## config.mk

```make
export PLATFORM = sky130hd
export DESIGN_NAME = tlb_fill_flat
export DESIGN_NICKNAME = d
export VERILOG_FILES = /design/src/rtl/tlb_fill_if.sv /design/src/rtl/tlb_fill.sv /design/src/flat_wrapper.sv
export SDC_FILE = /design/constraint.sdc
export NUM_CORES = 2
export LEC_CHECK = 0
export BUFFER_PORTS_ARGS = -buffer_cell sky130_fd_sc_hd__buf_2
export CAP_MARGIN = 20
export CORE_MARGIN = 3
export CORE_UTILIZATION = 35
export CTS_BUF_LIST = sky130_fd_sc_hd__clkbuf_16
export CTS_CLUSTER_SIZE = 24
export DETAILED_ROUTE_END_ITERATION = 10
export GPL_TIMING_DRIVEN = 0
export PLACE_DENSITY = 0.53
export SETUP_SLACK_MARGIN = 0.1
export SLEW_MARGIN = 15
export SYNTH_ARGS = -nofsm -noshare
export SYNTH_HDL_FRONTEND = slang
export SYNTH_SLANG_ARGS = --single-unit
export TNS_END_PERCENT = 5
```

## constraint.sdc

```tcl
create_clock -name clk -period 4.6 [get_ports clk]
set_input_delay 0.23 -clock clk [delete_from_list [all_inputs] [get_ports clk]]
set_output_delay 0.23 -clock clk [all_outputs]
set_load 0.05 [all_outputs]
```

## src/rtl/tlb_fill_if.sv

```systemverilog
// Lookup and page-table-walker signal bundle between a requester/walker and tlb_fill.
// Handshake: the requester holds lookup_valid/lookup_addr until lookup_hit or lookup_fault;
// tlb_fill holds walk_req_valid/walk_req_addr constant until a one-cycle walk_resp_valid pulse.
interface tlb_fill_if;
  logic        lookup_valid;
  logic [63:0] lookup_addr;
  logic        lookup_hit;
  logic [63:0] lookup_paddr;
  logic [7:0]  lookup_perms;
  logic        lookup_fault;
  logic        walk_req_valid;
  logic [63:0] walk_req_addr;
  logic        walk_resp_valid;
  logic [63:0] walk_resp_addr;
  logic [7:0]  walk_resp_perms;

  modport master (
    output lookup_valid, lookup_addr, walk_resp_valid, walk_resp_addr, walk_resp_perms,
    input  lookup_hit, lookup_paddr, lookup_perms, lookup_fault, walk_req_valid, walk_req_addr
  );

  modport slave (
    input  lookup_valid, lookup_addr, walk_resp_valid, walk_resp_addr, walk_resp_perms,
    output lookup_hit, lookup_paddr, lookup_perms, lookup_fault, walk_req_valid, walk_req_addr
  );
endinterface

```

## src/rtl/tlb_fill.sv

```systemverilog
// Fully-associative 4 KiB TLB with a single outstanding page-table walk on miss.
// Combinational hit path; fills go to the lowest free entry, else a round-robin victim.
module tlb_fill #(
  parameter int ENTRIES = 8
) (
  input  logic        clk,
  input  logic        reset,
  input  logic        flush,
  input  logic [63:0] root_pt_addr,
  tlb_fill_if.slave   bus,
  output logic [1:0]  o_dbg_state
);
  localparam int IDX_W = (ENTRIES > 1) ? $clog2(ENTRIES) : 1;

  typedef enum logic [1:0] {
    S_IDLE  = 2'd0,
    S_MISS  = 2'd1,
    S_FAULT = 2'd2
  } state_e;

  state_e           r_state;
  logic [ENTRIES-1:0] r_valid;
  logic [51:0]      r_vpn   [ENTRIES];
  logic [51:0]      r_ppn   [ENTRIES];
  logic [7:0]       r_perms [ENTRIES];
  logic [IDX_W-1:0] r_rr;
  logic             r_discard;
  logic [63:0]      r_miss_addr;
  logic [63:0]      r_root;

  logic             w_flush;
  logic             w_match;
  logic             w_hit;
  logic             w_fault;
  logic             w_fill;
  logic             w_has_free;
  logic [IDX_W-1:0] w_match_idx;
  logic [IDX_W-1:0] w_free_idx;
  logic [IDX_W-1:0] w_victim;
  logic [51:0]      w_vpn;
  logic             w_unused;

  assign w_vpn    = bus.lookup_addr[63:12];
  assign w_unused = ^bus.walk_resp_addr[11:0];
  // An SATP root change behaves exactly like sfence.vma.
  assign w_flush  = flush | (root_pt_addr != r_root);

  always_comb begin
    w_match     = 1'b0;
    w_match_idx = '0;
    w_has_free  = 1'b0;
    w_free_idx  = '0;
    for (int i = 0; i < ENTRIES; i++) begin
      if (!w_match && r_valid[i] && (r_vpn[i] == w_vpn)) begin
        w_match     = 1'b1;
        w_match_idx = IDX_W'(i);
      end
      if (!w_has_free && !r_valid[i]) begin
        w_has_free = 1'b1;
        w_free_idx = IDX_W'(i);
      end
    end
  end

  assign w_victim = w_has_free ? w_free_idx : r_rr;

  assign w_hit   = reset && (r_state == S_IDLE) && bus.lookup_valid && w_match && !w_flush;
  assign w_fault = reset && (r_state == S_FAULT) && bus.lookup_valid &&
                   (w_vpn == r_miss_addr[63:12]);
  // A discarded walk or a coincident flush consumes the response with neither fill nor fault.
  assign w_fill  = (r_state == S_MISS) && bus.walk_resp_valid && bus.walk_resp_perms[0] &&
                   !r_discard && !w_flush;

  assign bus.lookup_hit     = w_hit;
  assign bus.lookup_paddr   = w_hit ? {r_ppn[w_match_idx], bus.lookup_addr[11:0]} : '0;
  assign bus.lookup_perms   = w_hit ? r_perms[w_match_idx] : '0;
  assign bus.lookup_fault   = w_fault;
  assign bus.walk_req_valid = (r_state == S_MISS);
  assign bus.walk_req_addr  = (r_state == S_MISS) ? r_miss_addr : '0;
  assign o_dbg_state        = r_state;

  always_ff @(posedge clk or negedge reset) begin
    if (!reset) begin
      r_state     <= S_IDLE;
      r_valid     <= '0;
      r_rr        <= '0;
      r_discard   <= 1'b0;
      r_miss_addr <= '0;
      r_root      <= '0;
      for (int i = 0; i < ENTRIES; i++) begin
        r_vpn[i]   <= '0;
        r_ppn[i]   <= '0;
        r_perms[i] <= '0;
      end
    end else begin
      r_root <= root_pt_addr;

      case (r_state)
        S_IDLE: begin
          if (bus.lookup_valid && !w_hit) begin
            r_miss_addr <= bus.lookup_addr;
            r_discard   <= 1'b0;
            r_state     <= S_MISS;
          end
        end
        S_MISS: begin
          if (bus.walk_resp_valid) begin
            r_discard <= 1'b0;
            if (!r_discard && !w_flush && !bus.walk_resp_perms[0]) begin
              r_state <= S_FAULT;
            end else begin
              r_state <= S_IDLE;
            end
          end else if (w_flush) begin
            r_discard <= 1'b1;
          end
        end
        S_FAULT: r_state <= S_IDLE;
        default: r_state <= S_IDLE;
      endcase

      if (w_fill) begin
        r_vpn[w_victim]   <= r_miss_addr[63:12];
        r_ppn[w_victim]   <= bus.walk_resp_addr[63:12];
        r_perms[w_victim] <= bus.walk_resp_perms;
        if (!w_has_free) begin
          r_rr <= (r_rr == IDX_W'(ENTRIES - 1)) ? '0 : r_rr + 1'b1;
        end
      end

      if (w_flush) begin
        r_valid <= '0;
      end else if (w_fill) begin
        r_valid[w_victim] <= 1'b1;
      end
    end
  end
endmodule
```

## src/flat_wrapper.sv

```systemverilog
// flat-port wrapper written by rule: the top's interface ports become plain ports
module tlb_fill_flat 
#(
  parameter int ENTRIES = 8
)
  (clk, reset, flush, root_pt_addr, o_dbg_state, bus_lookup_valid, bus_lookup_addr, bus_walk_resp_valid, bus_walk_resp_addr, bus_walk_resp_perms, bus_lookup_hit, bus_lookup_paddr, bus_lookup_perms, bus_lookup_fault, bus_walk_req_valid, bus_walk_req_addr);
  tlb_fill_if bus_i ();
  input  logic clk;
  input  logic reset;
  input  logic flush;
  input  logic [63:0] root_pt_addr;
  output logic [1:0] o_dbg_state;
  input wire logic [$bits(bus_i.lookup_valid)-1:0] bus_lookup_valid;
  input wire logic [$bits(bus_i.lookup_addr)-1:0] bus_lookup_addr;
  input wire logic [$bits(bus_i.walk_resp_valid)-1:0] bus_walk_resp_valid;
  input wire logic [$bits(bus_i.walk_resp_addr)-1:0] bus_walk_resp_addr;
  input wire logic [$bits(bus_i.walk_resp_perms)-1:0] bus_walk_resp_perms;
  output wire logic [$bits(bus_i.lookup_hit)-1:0] bus_lookup_hit;
  output wire logic [$bits(bus_i.lookup_paddr)-1:0] bus_lookup_paddr;
  output wire logic [$bits(bus_i.lookup_perms)-1:0] bus_lookup_perms;
  output wire logic [$bits(bus_i.lookup_fault)-1:0] bus_lookup_fault;
  output wire logic [$bits(bus_i.walk_req_valid)-1:0] bus_walk_req_valid;
  output wire logic [$bits(bus_i.walk_req_addr)-1:0] bus_walk_req_addr;
  assign bus_i.lookup_valid = bus_lookup_valid;
  assign bus_i.lookup_addr = bus_lookup_addr;
  assign bus_i.walk_resp_valid = bus_walk_resp_valid;
  assign bus_i.walk_resp_addr = bus_walk_resp_addr;
  assign bus_i.walk_resp_perms = bus_walk_resp_perms;
  assign bus_lookup_hit = bus_i.lookup_hit;
  assign bus_lookup_paddr = bus_i.lookup_paddr;
  assign bus_lookup_perms = bus_i.lookup_perms;
  assign bus_lookup_fault = bus_i.lookup_fault;
  assign bus_walk_req_valid = bus_i.walk_req_valid;
  assign bus_walk_req_addr = bus_i.walk_req_addr;
  tlb_fill #(.ENTRIES(ENTRIES)) u_core (.clk(clk), .reset(reset), .flush(flush), .root_pt_addr(root_pt_addr), .bus(bus_i), .o_dbg_state(o_dbg_state));
endmodule
```

# Word level (Yosys, flattened, before mapping)
# Cells that the tools add are included.
[word_totals]
latchBits = 0
in_bits = 205
ramBits = 0
elab_cells = 186
romBits = 0
reg_bits = 1038
mem_count = 0
[op_classes]
n_reduce_logical = 69
shifts = 0
div = 0
eq_ne = 16
multipliers = 0
addsub = 1
magnitude_cmp = 5
mux = 60
n_bitwise = 5
[ops]
columns = ["operator", "n"]
rows = [
  ["$bwmux 416", 2],
  ["$eq 52x52->1", 9],
  ["$bmux 52 s3", 1],
  ["$demux 52 s3", 1],
  ["$mux 52", 3],
  ["$mux 64", 2],
  ["$bwmux 64", 1],
  ["$ne 64x64->1", 1],
  ["$mux 8", 6],
  ["$logic_and 1x1->1", 38],
  ["$mux 3", 12],
  ["$bmux 8 s3", 1],
  ["$demux 8 s3", 1],
  ["$logic_not 1->1", 24],
  ["$mux 1", 22],
  ["$mux 2", 5],
  ["$ge 4x4->1 const B", 2],
  ["$not 3->4", 2],
  ["$or 8x8->8", 1],
  ["$reduce_and 2->1", 3],
  ["$lt 3x4->1 const B", 1],
  ["$lt 4x1->1 const B", 1],
  ["$ne 2x2->1 const B", 2],
  ["$pmux 2 s2", 1],
  ["13 further kinds", 14],
]

# Longest topological paths before layout
[logic_depth]
depth_word = 37
ltp_mapped = 13

# Worst setup path before layout
# No wires, ideal clock.
[synth_timing]
path_kind = "register -> output"
from = "register u_core.r_root[41]"
to = "output bus_lookup_paddr[17]"
path_buffers = 2
stages_incl_launch_ff = 12
t_arrival_ns = 4.197
path_slack_ns = 0.173
required_ns = 4.370
cell_sequence = "dfrtp_1 nor2b_1 a2111o_1 a2111oi_2 nand4_1 or4b_1 or4_1 a41oi_2 buf_2 buf_2 o311ai_0 a311oi_1"
[synth_between]
elab_chain_len = 5
[synth_lines]
columns = ["item", "line", "source"]
rows = [
  ["from (decl)", "tlb_fill.sv:29", "logic [63:0] r_root;"],
  ["from (signal assigned)", "tlb_fill.sv:96", "r_root <= root_pt_addr;"],
  ["$ne 64x64->1", "tlb_fill.sv:46", "assign w_flush = flush | (root_pt_addr != r_root);"],
  ["$or 1x1->1", "tlb_fill.sv:46", ""],
  ["$logic_not 1->1", "tlb_fill.sv:67", "assign w_hit = reset && (r_state == S_IDLE) && bus.lookup_valid && w_match && !w_flush;"],
  ["$logic_and 1x1->1", "tlb_fill.sv:67", ""],
  ["$mux 64", "tlb_fill.sv:75", "assign bus.lookup_paddr = w_hit ? {r_ppn[w_match_idx], bus.lookup_addr[11:0]} : '0;"],
  ["to (decl)", "flat_wrapper.sv:19", "output wire logic [$bits(bus_i.lookup_paddr)-1:0] bus_lookup_paddr;"],
]
# Every way passes these cells.

# Worst setup path after layout
[layout_timing]
from = "register u_core.r_vpn[141] (netlist bit)"
to = "output bus_lookup_perms[0]"
[layout_between]
elab_chain_len = 16
[layout_lines]
columns = ["item", "line", "source"]
rows = [
  ["from (decl)", "tlb_fill.sv:23", "logic [51:0] r_vpn [ENTRIES];"],
  ["from (signal, indexed assignment)", "tlb_fill.sv:123", "r_vpn[w_victim] <= r_miss_addr[63:12];"],
  ["$eq 52x52->1 (*)", "tlb_fill.sv:54", "if (!w_match && r_valid[i] && (r_vpn[i] == w_vpn)) begin"],
  ["$logic_and 1x1->1 (*)", "tlb_fill.sv:54", ""],
  ["$mux 1", "tlb_fill.sv:54", ""],
  ["$logic_not 1->1", "tlb_fill.sv:54", ""],
  ["$logic_and 1x1->1 (2 in a row)", "tlb_fill.sv:54", ""],
  ["$mux 1", "tlb_fill.sv:54", ""],
  ["$logic_not 1->1", "tlb_fill.sv:54", ""],
  ["$logic_and 1x1->1 (2 in a row)", "tlb_fill.sv:54", ""],
  ["$mux 3", "tlb_fill.sv:54", ""],
  ["$not 3->4 (implied by the code)", "tlb_fill.sv:76", "assign bus.lookup_perms = w_hit ? r_perms[w_match_idx] : '0;"],
  ["$bmux 8 s3", "tlb_fill.sv:76", ""],
  ["$mux 8 (implied by the code) (2 in a row)", "tlb_fill.sv:76", ""],
  ["$mux 8 (*)", "tlb_fill.sv:76", ""],
  ["to (decl)", "flat_wrapper.sv:20", "output wire logic [$bits(bus_i.lookup_perms)-1:0] bus_lookup_perms;"],
]
# Every way passes the cells marked *; elsewhere a longest branch is shown, timed or not. The select of a mux whose other input is x is not followed.

==> results.tsv <==
stage	metric	value	unit
place	io_buffers	297	
worst_setup_path	cp_max_fo	10	
synth	synthArstFlopShare	100.0	%
worst_setup_path	cp.arrival	4.98	ns
synth	synth_top_family_by_area	multiplexers	
clock_tree	cts-root-buf	clkbuf_16	
clock_tree	cts_tree	built	
synth	yosys.area.top_type	dfrtp_1	
power	swShare	28.64	%
synth	ys_seq_elements	1038	
clock_tree	cts_buffers	119	
synth	synth_top_area_share	52.22	%
global_route	antenna_found_initial	22	
timing	period_share	113.2	%
power	power.leakage	28.63	nW
synth	synthSimpleGateAreaFrac	6.724	%
power	finalPower	20.97	mW
synth	synth_cell_types	61	
drt	drt-pass1-iter-count	7	
outcome	violations	hold timing, setup timing	
cells_and_area	fillCellCount	13070	
worst_setup_path	path_delay_family	compound AO/OA/AOI/OAI gates	
power	power_density	341.0	nW/µm²
cells_and_area	fin_area	61490	µm²
place	dp_hpwl	126800	µm
synth	netlist_top_cells_area	dfrtp_1 (52%), mux2_2 (18%), xnor2_1 (6.5%)	
power	vdd_ir_drop_max	0.3209	mV
global_route	gr-total-overflow	0	
synth	ys.flop_type	dfrtp_1	
synth	syn_inst	3823	
worst_setup_path	slowest_delay	0.68	ns
worst_setup_path	crit_buf_inv	3	
clock_tree	numClockSinks	1038	
synth	syn_nets	4030	
worst_setup_path	crit_chain	xor2_1 > a221o_1 > nor4_2 > nand4_1 > or4_4 > a2111o_2 > bufbuf_16 > buf_4 > a21oi_4 > o311ai_2 > a311oi_4 > buf_6	
synth	synth_top_cells_by_count	dfrtp_1 (1,038), mux2_2 (778), xnor2_1 (369)	
global_route	grt_max_degree	140	
run	cap_violations	0	
floorplan	fp.dieW	383.0	µm
timing	tightest_slew	1.293	ns
timing	fin_crit	5.205	ns
synth	synthMuxAreaShare	22.46	%
floorplan	start_util	35.43	%
synth	synth-xor-area-share	8.241	%
synth	synth_edf_count	0	
cells_and_area	final_cells	6406	
worst_hold_path	hold_path.class	in -> async	
timing	finalSetupViolations	60	
place	place_area	53890	µm²
floorplan	num_rows	137	
timing	finClkSkew	0.03135	ns
power	p_sw	6.004	mW
cells_and_area	area_growth	23.62	%
synth	yosys_warnings	0	
synth	syn_area_per_cell	13.01	µm²
global_route	grt_pass1_wl	262600	µm
timing	fmax	192.1	MHz
worst_setup_path	startpoint_type	register	
clock_tree	clk_path_buf_depth	3	
place	finalWeightedCongestion	0.9035	
drt	ant_nets	0	
floorplan	die_h	383.0	µm
floorplan	core	140400	µm²
power	p_int	14.96	mW
drt	met2_length	82250	µm
worst_setup_path	crit_slowest_cell	or4_4	
drt	wl_per_cell	28.50	µm
timing	worst_hold_slack	-0.006243	ns
power	clkPwrFrac	43.1	%
drt	drc	0	
timing	fin_ws	-0.6054	ns
timing	finalMaxSlewViolations	0	
synth	synth.most_common_cell	dfrtp_1	
drt	wl_met1	82820	µm
worst_setup_path	crit_start	u_core.r_vpn[141]	
worst_setup_path	crit_required	4.37	ns
global_route	grt_pass1_vias	35470	
worst_setup_path	crit_path_end_kind	primary output	
cells_and_area	postLayoutCoreUtil	43.80	%
outcome	status	finished, violations left	
timing	rsz0062_at_grt	yes	
clock_tree	htree_num_levels	3	
drt	via_per_inst	5.397	
worst_setup_path	r2r_start	u_core.r_vpn[141]	
drt	drtIter0Drc	2783	
clock_tree	path_clk_slew	0.06	ns
synth	synthAdderAreaFrac	0.05031	%
synth	synth_compound_area_share	6.337	%
floorplan	ioPinCount	346	
power	seqPwrFrac	44.8	%
timing	hold_viol	1	
drt	wl	182600	µm
drt	highest_layer	met5	
synth	netlist_area	49740	µm²
worst_setup_path	worstSetupPathType	reg -> out	
place	dp.cells	6010	
floorplan	die_area	146700	µm²
global_route	grt_util_all_layers	24.63	%
drt	wl_met3	11860	µm
cells_and_area	nets	4630	
clock_tree	clock_latency	0.75	ns
cells_and_area	drive_gt1_share	38.98	%
power	pwr-share-comb	12.2	%
drt	vias	34580	
timing	slew_headroom	13.82	%
synth	ys_seq_area_share	52.22	%
==> power by group through the flow <==
stage | clock network [mW] | registers, mW | logic (mW)
detailed placement | 0 | 9.55 | 2.42
floorplan | 0 | 9.54 | 1.20
global placement | 0 | 9.56 | 2.39
CTS | 9.18 | 9.38 | 2.54
finish | 9.03 | 9.39 | 2.55
global route | 9.54 | 9.40 | 2.67
==> layer usage <==
| metal | global-route usage, % | vias to the layer above |
|---|---|---|
| met5 | 0 | - |
| met4 | 7.439 | 8 |
| met1 | 34.75 | 18260 |
| met3 | 5.128 | 237 |
| li1 | - | 14980 |
| met2 | 38.02 | 1088 |
==> path summary, 6_finish.rpt <==
kind / end / slack [ns] / depth (start not counted)
max: bus_lookup_perms[0] / -0.61 / 12
min reg2reg: u_core.r_perms[48] / 0.47 / 1
max reg2reg: u_core.r_miss_addr[16] / 0.28 / 13
max in group asynchronous: u_core.r_ppn[5] / 2.75 / 4
min: u_core.r_miss_addr[28] / -0.006 / 2
min in group clk: u_core.r_miss_addr[28] / 0.09 / 2
==> kinds of logic after synthesis <==
group                      count (synthesis)
DFF                                     1038
AOI/OAI and AO/OA                        384
buffers and inverters                    391
and+or+nand+nor                          585
muxes                                    955
xor gates and xnor gates                 468
adders and majority gates                  2
==> through the flow <==
stage	setup WS, ns	setup TNS (ns)	hold slack, ns
6_report	-0.6054	-24.72	-0.006243
3_5_place_dp	-3.294	-246.10	0.1800
4_1_cts	-0.6054	-28.98	0.001744
5_1_grt	-0.6677	-30.67	0.02858
2_1_floorplan	0.1729	0	-0.06559
3_3_place_gp	-21.17	-	0.3520
==> sequential cells by signal, summed over array words and instances (netlist names) <==
| register | cells |
|---|---|
| u_core.r_vpn | 416 |
| u_core.o_dbg_state | 2 |
| u_core.r_root | 64 |
| u_core.r_perms | 64 |
| u_core.r_rr | 3 |
| u_core.r_miss_addr | 64 |
| u_core.r_ppn | 416 |
| u_core.r_valid | 8 |
| u_core.r_discard | 1 |
==> layout make-up <==
type	instances	area, µm²	area share, %
Antenna cell	10	25.02	0.04070
Clock inverter	96	584.3	0.9503
Inverter	66	247.7	0.4029
Sequential cell	1038	25980	42.25
Buffer	324	2235	3.634
Timing Repair Buffer	480	3905	6.351
Multi-Input combinational cell	2394	23110	37.59
Clock buffer	122	3053	4.965
Tap cell	1876	2347	3.817
==> what timing repair did <==
item	CTS	global route
buffers inserted	17	5
endpoints found under the hold margin	941	0
pin swaps	65	34
hold buffers	143	0
endpoints found under the setup margin	139	94
gates resized for setup	507	128
cloned	4	0
==> cells in the final DEF, fill, tap and decap left out, types with 104 or more instances in the layout <==
cell type / n
clkbuf_16: 125
dfrtp_1: 1036
and3_1: 121
clkbuf_1: 105
buf_6: 104
buf_2: 280
dlygate4sd3_1: 143
xnor2_1: 348
mux2_4: 111
mux2_2: 778
Note: power is estimated with default switching activity, not from simulation.
